==> config.mk <==
export PLATFORM = sky130hd
export DESIGN_NAME = pcie_tx_buffer
export DESIGN_NICKNAME = d
export VERILOG_FILES = /design/src/rtl/pcie_tx_buffer.sv
export SDC_FILE = /design/constraint.sdc
export NUM_CORES = 1
export LEC_CHECK = 0
export CAP_MARGIN = 20
export CORE_MARGIN = 1
export CORE_UTILIZATION = 25
export DETAILED_ROUTE_END_ITERATION = 16
export MAX_ROUTING_LAYER = met4
export PLACE_DENSITY_LB_ADDON = 0.1
export SETUP_SLACK_MARGIN = 0.4
export SLEW_MARGIN = 20
export SYNTH_ARGS = -nofsm -noshare
export SYNTH_HDL_FRONTEND = slang
export SYNTH_SLANG_ARGS = --single-unit
==> constraint.sdc <==
create_clock -name CLK -period 3.1 [get_ports CLK]
set_input_delay 0.62 -clock CLK [delete_from_list [all_inputs] [get_ports CLK]]
set_output_delay 0.62 -clock CLK [all_outputs]
set_load 0.1 [all_outputs]
==> src/rtl/pcie_tx_buffer.sv <==
// Transmit byte buffer: DEPTH-entry circular FIFO between the PCIe data source and the
// serializer, sequenced by a small link FSM with a sticky overflow error state.
module pcie_tx_buffer #(
    parameter int DATA_W = 8,
    parameter int DEPTH  = 8,
    parameter int ADDR_W = 3
) (
    input  logic              CLK,
    input  logic              reset,
    input  logic [3:0]        CONTROL,
    input  logic [DATA_W-1:0] DATA,
    input  logic              VALID_OUT,
    input  logic              tx_ready,
    output logic [DATA_W-1:0] Tx_Buffer,
    output logic              tx_valid,
    output logic              fifo_full,
    output logic              fifo_empty,
    output logic              almost_full,
    output logic              error,
    output logic [2:0]        state
);

    typedef enum logic [2:0] {
        ST_RESET  = 3'd0,
        ST_INIT   = 3'd1,
        ST_IDLE   = 3'd2,
        ST_ACTIVE = 3'd3,
        ST_ERROR  = 3'd4
    } state_t;

    state_t              state_reg;
    logic [DATA_W-1:0]   mem [DEPTH];
    logic [ADDR_W-1:0]   wr_ptr_reg;
    logic [ADDR_W-1:0]   rd_ptr_reg;
    logic [ADDR_W:0]     count_reg;
    logic [ADDR_W:0]     count_next;
    logic [3:0]          thr_reg;
    logic [DATA_W-1:0]   tx_buffer_reg;
    logic                tx_valid_reg;
    logic                error_reg;

    logic link_up;
    logic push_req;
    logic pop_go;
    logic overflow;
    logic push_go;

    assign fifo_full   = (count_reg == (ADDR_W+1)'(DEPTH));
    assign fifo_empty  = (count_reg == '0);
    assign almost_full = (5'(count_reg) >= 5'(thr_reg));

    assign link_up  = (state_reg == ST_IDLE) || (state_reg == ST_ACTIVE);
    assign push_req = link_up && VALID_OUT;
    assign pop_go   = (state_reg == ST_ACTIVE) && tx_ready && !fifo_empty;
    // A push into a full FIFO is only legal when a pop frees the head slot in the same cycle.
    assign overflow = push_req && fifo_full && !pop_go;
    assign push_go  = push_req && !overflow;

    always_comb begin
        count_next = count_reg;
        if (push_go && !pop_go) begin
            count_next = count_reg + (ADDR_W+1)'(1);
        end else if (pop_go && !push_go) begin
            count_next = count_reg - (ADDR_W+1)'(1);
        end
    end

    // Storage array kept free of reset so it maps onto block RAM.
    always_ff @(posedge CLK) begin
        if (reset && push_go) begin
            mem[wr_ptr_reg] <= DATA;
        end
    end

    always_ff @(posedge CLK) begin
        if (!reset) begin
            state_reg     <= ST_RESET;
            wr_ptr_reg    <= '0;
            rd_ptr_reg    <= '0;
            count_reg     <= '0;
            thr_reg       <= 4'(DEPTH - 1);
            tx_buffer_reg <= '0;
            tx_valid_reg  <= 1'b0;
            error_reg     <= 1'b0;
        end else begin
            tx_valid_reg <= pop_go;
            if (pop_go) begin
                tx_buffer_reg <= mem[rd_ptr_reg];
                rd_ptr_reg    <= rd_ptr_reg + ADDR_W'(1);
            end
            if (push_go) begin
                wr_ptr_reg <= wr_ptr_reg + ADDR_W'(1);
            end
            count_reg <= count_next;
            if (overflow) begin
                error_reg <= 1'b1;
            end

            case (state_reg)
                ST_RESET: state_reg <= ST_INIT;
                ST_INIT: begin
                    if (CONTROL == 4'd0 || 5'(CONTROL) > 5'(DEPTH)) begin
                        thr_reg <= 4'(DEPTH - 1);
                    end else begin
                        thr_reg <= CONTROL;
                    end
                    state_reg <= ST_IDLE;
                end
                ST_IDLE: begin
                    if (overflow) begin
                        state_reg <= ST_ERROR;
                    end else if (!fifo_empty) begin
                        state_reg <= ST_ACTIVE;
                    end
                end
                ST_ACTIVE: begin
                    if (overflow) begin
                        state_reg <= ST_ERROR;
                    end else if (fifo_empty) begin
                        state_reg <= ST_IDLE;
                    end
                end
                ST_ERROR: state_reg <= ST_ERROR;
                default:  state_reg <= ST_RESET;
            endcase
        end
    end

    assign Tx_Buffer = tx_buffer_reg;
    assign tx_valid  = tx_valid_reg;
    assign error     = error_reg;
    assign state     = state_reg;

endmodule

Word-level counts from Yosys, hierarchy flattened. Memories as Yosys holds them, arrays and structs flattened. A register that Yosys moved wholly into a read port is not among the register bits. Index checks and enable logic that the tools add are counted.

Bits in writable memories: 64. Logic and storage cells: 52. Input bits: 16. Flip-flop bits (word level): 19. Memories: 1.

Memories: mem (depth 8, width 8, rd ports 1, clocked after Yosys merged registers in 1, wr ports 1, line 32) `logic [DATA_W-1:0] mem [DEPTH];`.

Order comparisons: 2. Reductions and logical operators: 21. Add/subtract/negate cells: 4. Muxes and demuxes: 10. Eq/ne operators: 7.

Operator list (count): $pmux 3 s5 (1); $mux 3 (4); $mux 4 (3); $logic_and 1x1->1 (9); $logic_not 4->1 (2); $add 3x1->3 const B (2); $eq 3x2->1 const B (2); $ne 3x3->1 const B (2); $logic_not 1->1 (5); $add 4x1->4 const B (1); $eq 4x4->1 const B (1); $ge 4x4->1 (1); $gt 4x4->1 const B (1); $sub 4x1->4 const B (1); $eq 3x1->1 const B (1); $eq 3x3->1 const B (1); $logic_not 3->1 (1); $logic_or 1x1->1 (2); $mux 1 (2); $reduce_and 2->1 (1); $reduce_bool 2->1 (1).

Logic depth before layout (Yosys ltp).
Word-level depth: 11. Gate-level depth with buffers: 12. Gate-level depth less buffers: 11.

Worst setup path before layout. OpenSTA, ideal clock, no wires.

Kind: register -> register. Start: reg count_reg[0]. End: reg count_reg[3]. Data arrival time: 5.299 ns. Data required time: 3.028 ns. Setup time: 0.072 ns. Period minus slack after synthesis: 5.370 ns. Cell stages (with the launch flop): 12. Path slack: -2.270 ns. Buffers on the path: 0. Cell sequence: dfxtp_1 > nor4b_1 > nand2_1 > nand2_1 > inv_2 > ha_1 > inv_1 > ha_1 > a21oi_1 > a211oi_1 > a31oi_1 > mux2i_1.

Elaborated cells on any way between the ends: 17. Those cells by class: add/sub (2); eq/ne (1); mux (2); reduce/logical (12).

RTL lines: from (decl) (line 35) `logic [ADDR_W:0] count_reg;`; from (signal assigned) (line 94) `count_reg <= count_next;`; $eq 4x4->1 (*) (line 48) `assign fifo_full = (count_reg == (ADDR_W+1)'(DEPTH));`; via fifo_full (line 16) `output logic fifo_full,`; $logic_and 1x1->1 (*) (2 in series) (line 56) `assign overflow = push_req && fifo_full && !pop_go;`; $logic_not 1->1 (*) (line 57) `assign push_go = push_req && !overflow;`; $logic_and 1x1->1 (*) (line 57); $logic_not 1->1 (line 63) `end else if (pop_go && !push_go) begin`; $logic_and 1x1->1 (line 63); $reduce_bool 2->1 (no source line).

The timed path passes the listed nets; every way through them passes the cells marked *. The select of a mux whose other input is x is not followed. A chain may end at the register's enable or synchronous reset.

Worst setup path after layout.
Start: reg count_reg[0]. End: out almost_full.

Word-level cells in the longest chain between the ends: 1.

Ends and longest elaborated chain: $ge 4x4->1 (line 50) `assign almost_full = (5'(count_reg) >= 5'(thr_reg));`; to (decl) (line 18) `output logic almost_full,`.

No other way between the ends.

==> Implementation_results.wiki <==
{| class="wikitable"
! Metric !! Value
|-
| Relative slew margins || between 50% and 60%
|-
| Number of flip-flops in the largest register || 64
|-
| Weighted congestion reported at the end of routability-driven placement || 0.7383
|-
| I/O Pins || 32
|-
| Share of cells above drive strength 1 || 27.12%
|-
| Total grt overflow || 0
|-
| Core Footprint || 0.01410 sq mm
|-
| Count of state elements after synthesis || about 90
|-
| Num Clock Sinks || approximately 90
|-
| Number of antenna violations at the first check in global routing || 0
|-
| Final Core Density || 32.82%
|-
| Final critical path time including I/O delays and setup || approximately 2600 ps
|-
| Type of the worst setup path || reg -> out
|-
| Drt via density || roughly 4.4
|-
| Fraction of the cycle the final worst path needs || 83.63%
|-
| Wire length of the first global-routing pass || roughly 12000 microns
|-
| Chip height || roughly 120 microns
|-
| Placed standard-cell area || 0.004318 sq mm
|-
| Nets || between 300 and 400
|-
| Post-synth net total || between 200 and 300
|-
| Most common flop cell mapped by yosys || sky130_fd_sc_hd__edfxtp_1
|-
| Avg Synthesized Cell Area || between 15 and 20 sq um
|-
| Number of remaining DRC errors || 0
|-
| CTS buffer count || 9
|-
| Final-layout setup total negative slack || 0 ps
|-
| Depth of the worst hold-timing path || 1
|-
| Share of synthesized flip-flops with an asynchronous set or reset || 0%
|-
| Synthesis Warnings || 0
|-
| Number of buffers inserted to repair setup after CTS || 0
|-
| Count of antenna-violating nets left after detailed routing || 0
|-
| Area overhead of the layout relative to synthesis || 25.87%
|-
| Clk pin slew, worst setup/hold paths || around 70 ps
|-
| Synth area leaders || sky130_fd_sc_hd__edfxtp_1 52%, sky130_fd_sc_hd__dfxtp_1 15%, sky130_fd_sc_hd__mux4_2 9.8%
|-
| Via count of the first global-routing pass || about 2100
|-
| Highest fanout seen on the critical path || 6
|-
| Power Dens Cells || roughly 640 mW/mm^2
|-
| Insertion delay of the later-clocked pin in the worst-skew pair || around 350 ps
|-
| Setup repair after global routing missed its margin || false
|-
| DPL Wire Length || approximately 5300 microns
|-
| Static Leakage || ~1.6 nW
|-
| Mapped Area || roughly 0.0037 sq mm
|-
| Initial core utilization || 26.08%
|-
| Post-synthesis cell type with the largest combined area || sky130_fd_sc_hd__edfxtp_1
|-
| First DRT Iteration DRCs || between 60 and 70
|-
| Port Buf Inserts || 31
|-
| Hold Crit Class || reg -> reg
|-
| Average detailed-routed wire length per instance || ~17 microns
|-
| Area of all placed cells without fillers || around 0.0046 sq mm
|-
| Run status || complete, no violations
|-
| Share of the synthesized area in the top cell type || approximately 52%
|-
| CTS Hold Bufs || 0
|-
| Level count of the clock H-tree || 3
|-
| Clock tree from TritonCTS || built
|-
| Actual transition at the worst max-transition pin || a little over 700 ps
|-
| Maximum number of pins on one net before global-route repair || 27
|-
| Fin Clk Skew || between 8 and 9 ps
|-
| Number of fillers in the final layout || roughly 1400
|-
| Kind of capture point of the worst setup path || output pin
|-
| Type of origin of the critical path || flip-flop
|-
| Number of endpoints failing setup at the final stage || 0
|-
| Sequential share of the synthesized area || 66.98%
|-
| Arrival time of the worst setup path || just under 2000 ps
|-
| Initial DRT Pass Iterations || 4
|-
| Required time at the worst-slack endpoint || 2480 ps
|-
| Library cell used as clock root buffer || sky130_fd_sc_hd__clkbuf_16
|-
| Drt total wl || between 7000 and 8000 microns
|-
| Total Die Area || 0.01519 sq mm
|-
| Max Cap Viol || 0
|-
| Fmax || 385.7 MHz
|-
| Largest vdd supply drop || between 200 and 300 uV
|-
| Maximum buffer depth of the clock tree || 2
|-
| Floorplan row count || 43
|-
| Cell count of the worst reg-to-reg path || 10
|-
| Largest register by flop count || mem
|-
| Floorplan die width || 123.3 microns
|-
| Antenna diode instance count || 0
|-
| Gate Count Post-Synth || around 240
|-
| Count of cell types in the netlist || 39
|-
| Vias || ~2100
|-
| Final Hold Viols || 0
|-
| Number of pins exceeding their max-slew limit in the final report || 0
|-
| Global Route Usage Sum || about an eighth
|-
| Count of flip-flops with a built-in enable after synthesis || 64
|}
==> what timing repair did <==
| action | in CTS | in global routing |
|---|---|---|
| resized for setup | 1 | 1 |
| gates cloned | 0 | 0 |
| setup endpoints to repair | 1 | 1 |
==> worst paths after layout <==
kind / from / to / slack [ps]
max: count_reg[0] / almost_full / 510
min: error / error / 460
min reg2reg: error / error / 460
max reg2reg: count_reg[0] / count_reg[3] / 710
==> synthesized netlist by cell type (4+ instances only) <==
cell type and instances:
sky130_fd_sc_hd__edfxtp_1 64, sky130_fd_sc_hd__nand3_1 5, sky130_fd_sc_hd__o22ai_1 8, sky130_fd_sc_hd__dfxtp_1 27, sky130_fd_sc_hd__inv_1 7, sky130_fd_sc_hd__nand2_1 11, sky130_fd_sc_hd__and2_1 5, sky130_fd_sc_hd__nor2_1 14
sky130_fd_sc_hd__nor2b_1 4, sky130_fd_sc_hd__o21ai_0 12, sky130_fd_sc_hd__mux4_2 16, sky130_fd_sc_hd__nand2b_1 4, sky130_fd_sc_hd__nor3_1 8, sky130_fd_sc_hd__ha_1 9, sky130_fd_sc_hd__mux2i_1 5, sky130_fd_sc_hd__clkbuf_1 6
==> cells in the final DEF (no fill, tap or decap), types with 4 or more instances in the layout <==
master                            synthesis  routed
sky130_fd_sc_hd__nor2_1                  14      14
sky130_fd_sc_hd__edfxtp_1                64      64
sky130_fd_sc_hd__dfxtp_1                 27      24
sky130_fd_sc_hd__clkbuf_16                0       9
sky130_fd_sc_hd__inv_1                    7       6
sky130_fd_sc_hd__o21ai_0                 12      12
sky130_fd_sc_hd__o22ai_1                  8       8
sky130_fd_sc_hd__mux2i_1                  5       5
sky130_fd_sc_hd__nor3_1                   8       8
sky130_fd_sc_hd__nor2b_1                  4       4
sky130_fd_sc_hd__nand2_1                 11      10
sky130_fd_sc_hd__clkdlybuf4s50_1          0      15
sky130_fd_sc_hd__and2_1                   5       5
sky130_fd_sc_hd__ha_1                     9       7
sky130_fd_sc_hd__nand2b_1                 4       4
sky130_fd_sc_hd__buf_4                    0      32
sky130_fd_sc_hd__nand3_1                  5       5
sky130_fd_sc_hd__mux4_2                  16      16
==> metrics by stage <==
step                cells  setup WS (ps)  hold WS [ps]  power (mW)
finish                475          507.4         464.9       2.948
global route          475          409.4         482.7       3.071
CTS                   475          423.5         469.4       2.995
detailed placement    459          390.6         457.1       1.857
global placement      459          369.6         454.5       1.857
floorplan             242          151.7         441.0       1.739
==> cell type report <==
type / count / area, sq um / share of cell area [%]
Sequential cell: 91 / 2471 / 53.41
Multi-Input combinational cell: 133 / 1200 / 25.93
Clock buffer: 9 / 225.2 / 4.867
Clock inverter: 7 / 80.08 / 1.731
Inverter: 8 / 35.03 / 0.7572
Timing Repair Buffer: 47 / 390.4 / 8.437
Tap cell: 180 / 225.2 / 4.867
==> critical path: stages, from the launching register on <==
cell and delay [ps]:
sky130_fd_sc_hd__dfxtp_4 400, sky130_fd_sc_hd__inv_1 60, sky130_fd_sc_hd__ha_1 280, sky130_fd_sc_hd__nand2b_1 140
sky130_fd_sc_hd__a21o_1 170, sky130_fd_sc_hd__a21o_1 180, sky130_fd_sc_hd__a21o_1 180, sky130_fd_sc_hd__buf_4 230
==> kinds of logic (layout without fill, tap and decap cells) <==
| logic type | Yosys count | in the layout | share of synthesized area, % |
|---|---|---|---|
| AND/OR/NAND/NOR | 66 | 66 | 9.701 |
| flip-flops | 91 | 91 | 66.98 |
| multiplexers | 22 | 22 | 11.47 |
| AO/OA/AOI/OAI | 29 | 29 | 4.663 |
| XOR/XNOR | 6 | 6 | 1.430 |
| adder cells (fa/ha/maj) | 10 | 10 | 3.608 |
| buffers and inverters | 18 | 71 | 2.144 |
==> where the power goes <==
part	internal [mW]	switching (mW)	total, mW	leakage (nW)
logic	0.151	0.299	0.451	0.697
clock network	0.638	0.486	1.12	0.149
registers	1.33	0.0405	1.37	0.797
total	2.12	0.826	2.95	1.64
==> routing by layer <==
| layer | track usage (%) | wire length (microns) |
|---|---|---|
| met5 | - | 0 |
| met4 | 3.389 | 99 |
| met3 | 4.336 | 336 |
| met2 | 18.82 | 3747 |
| met1 | 14.63 | 3782 |
No activity file was read; power rests on OpenSTA's default activity.
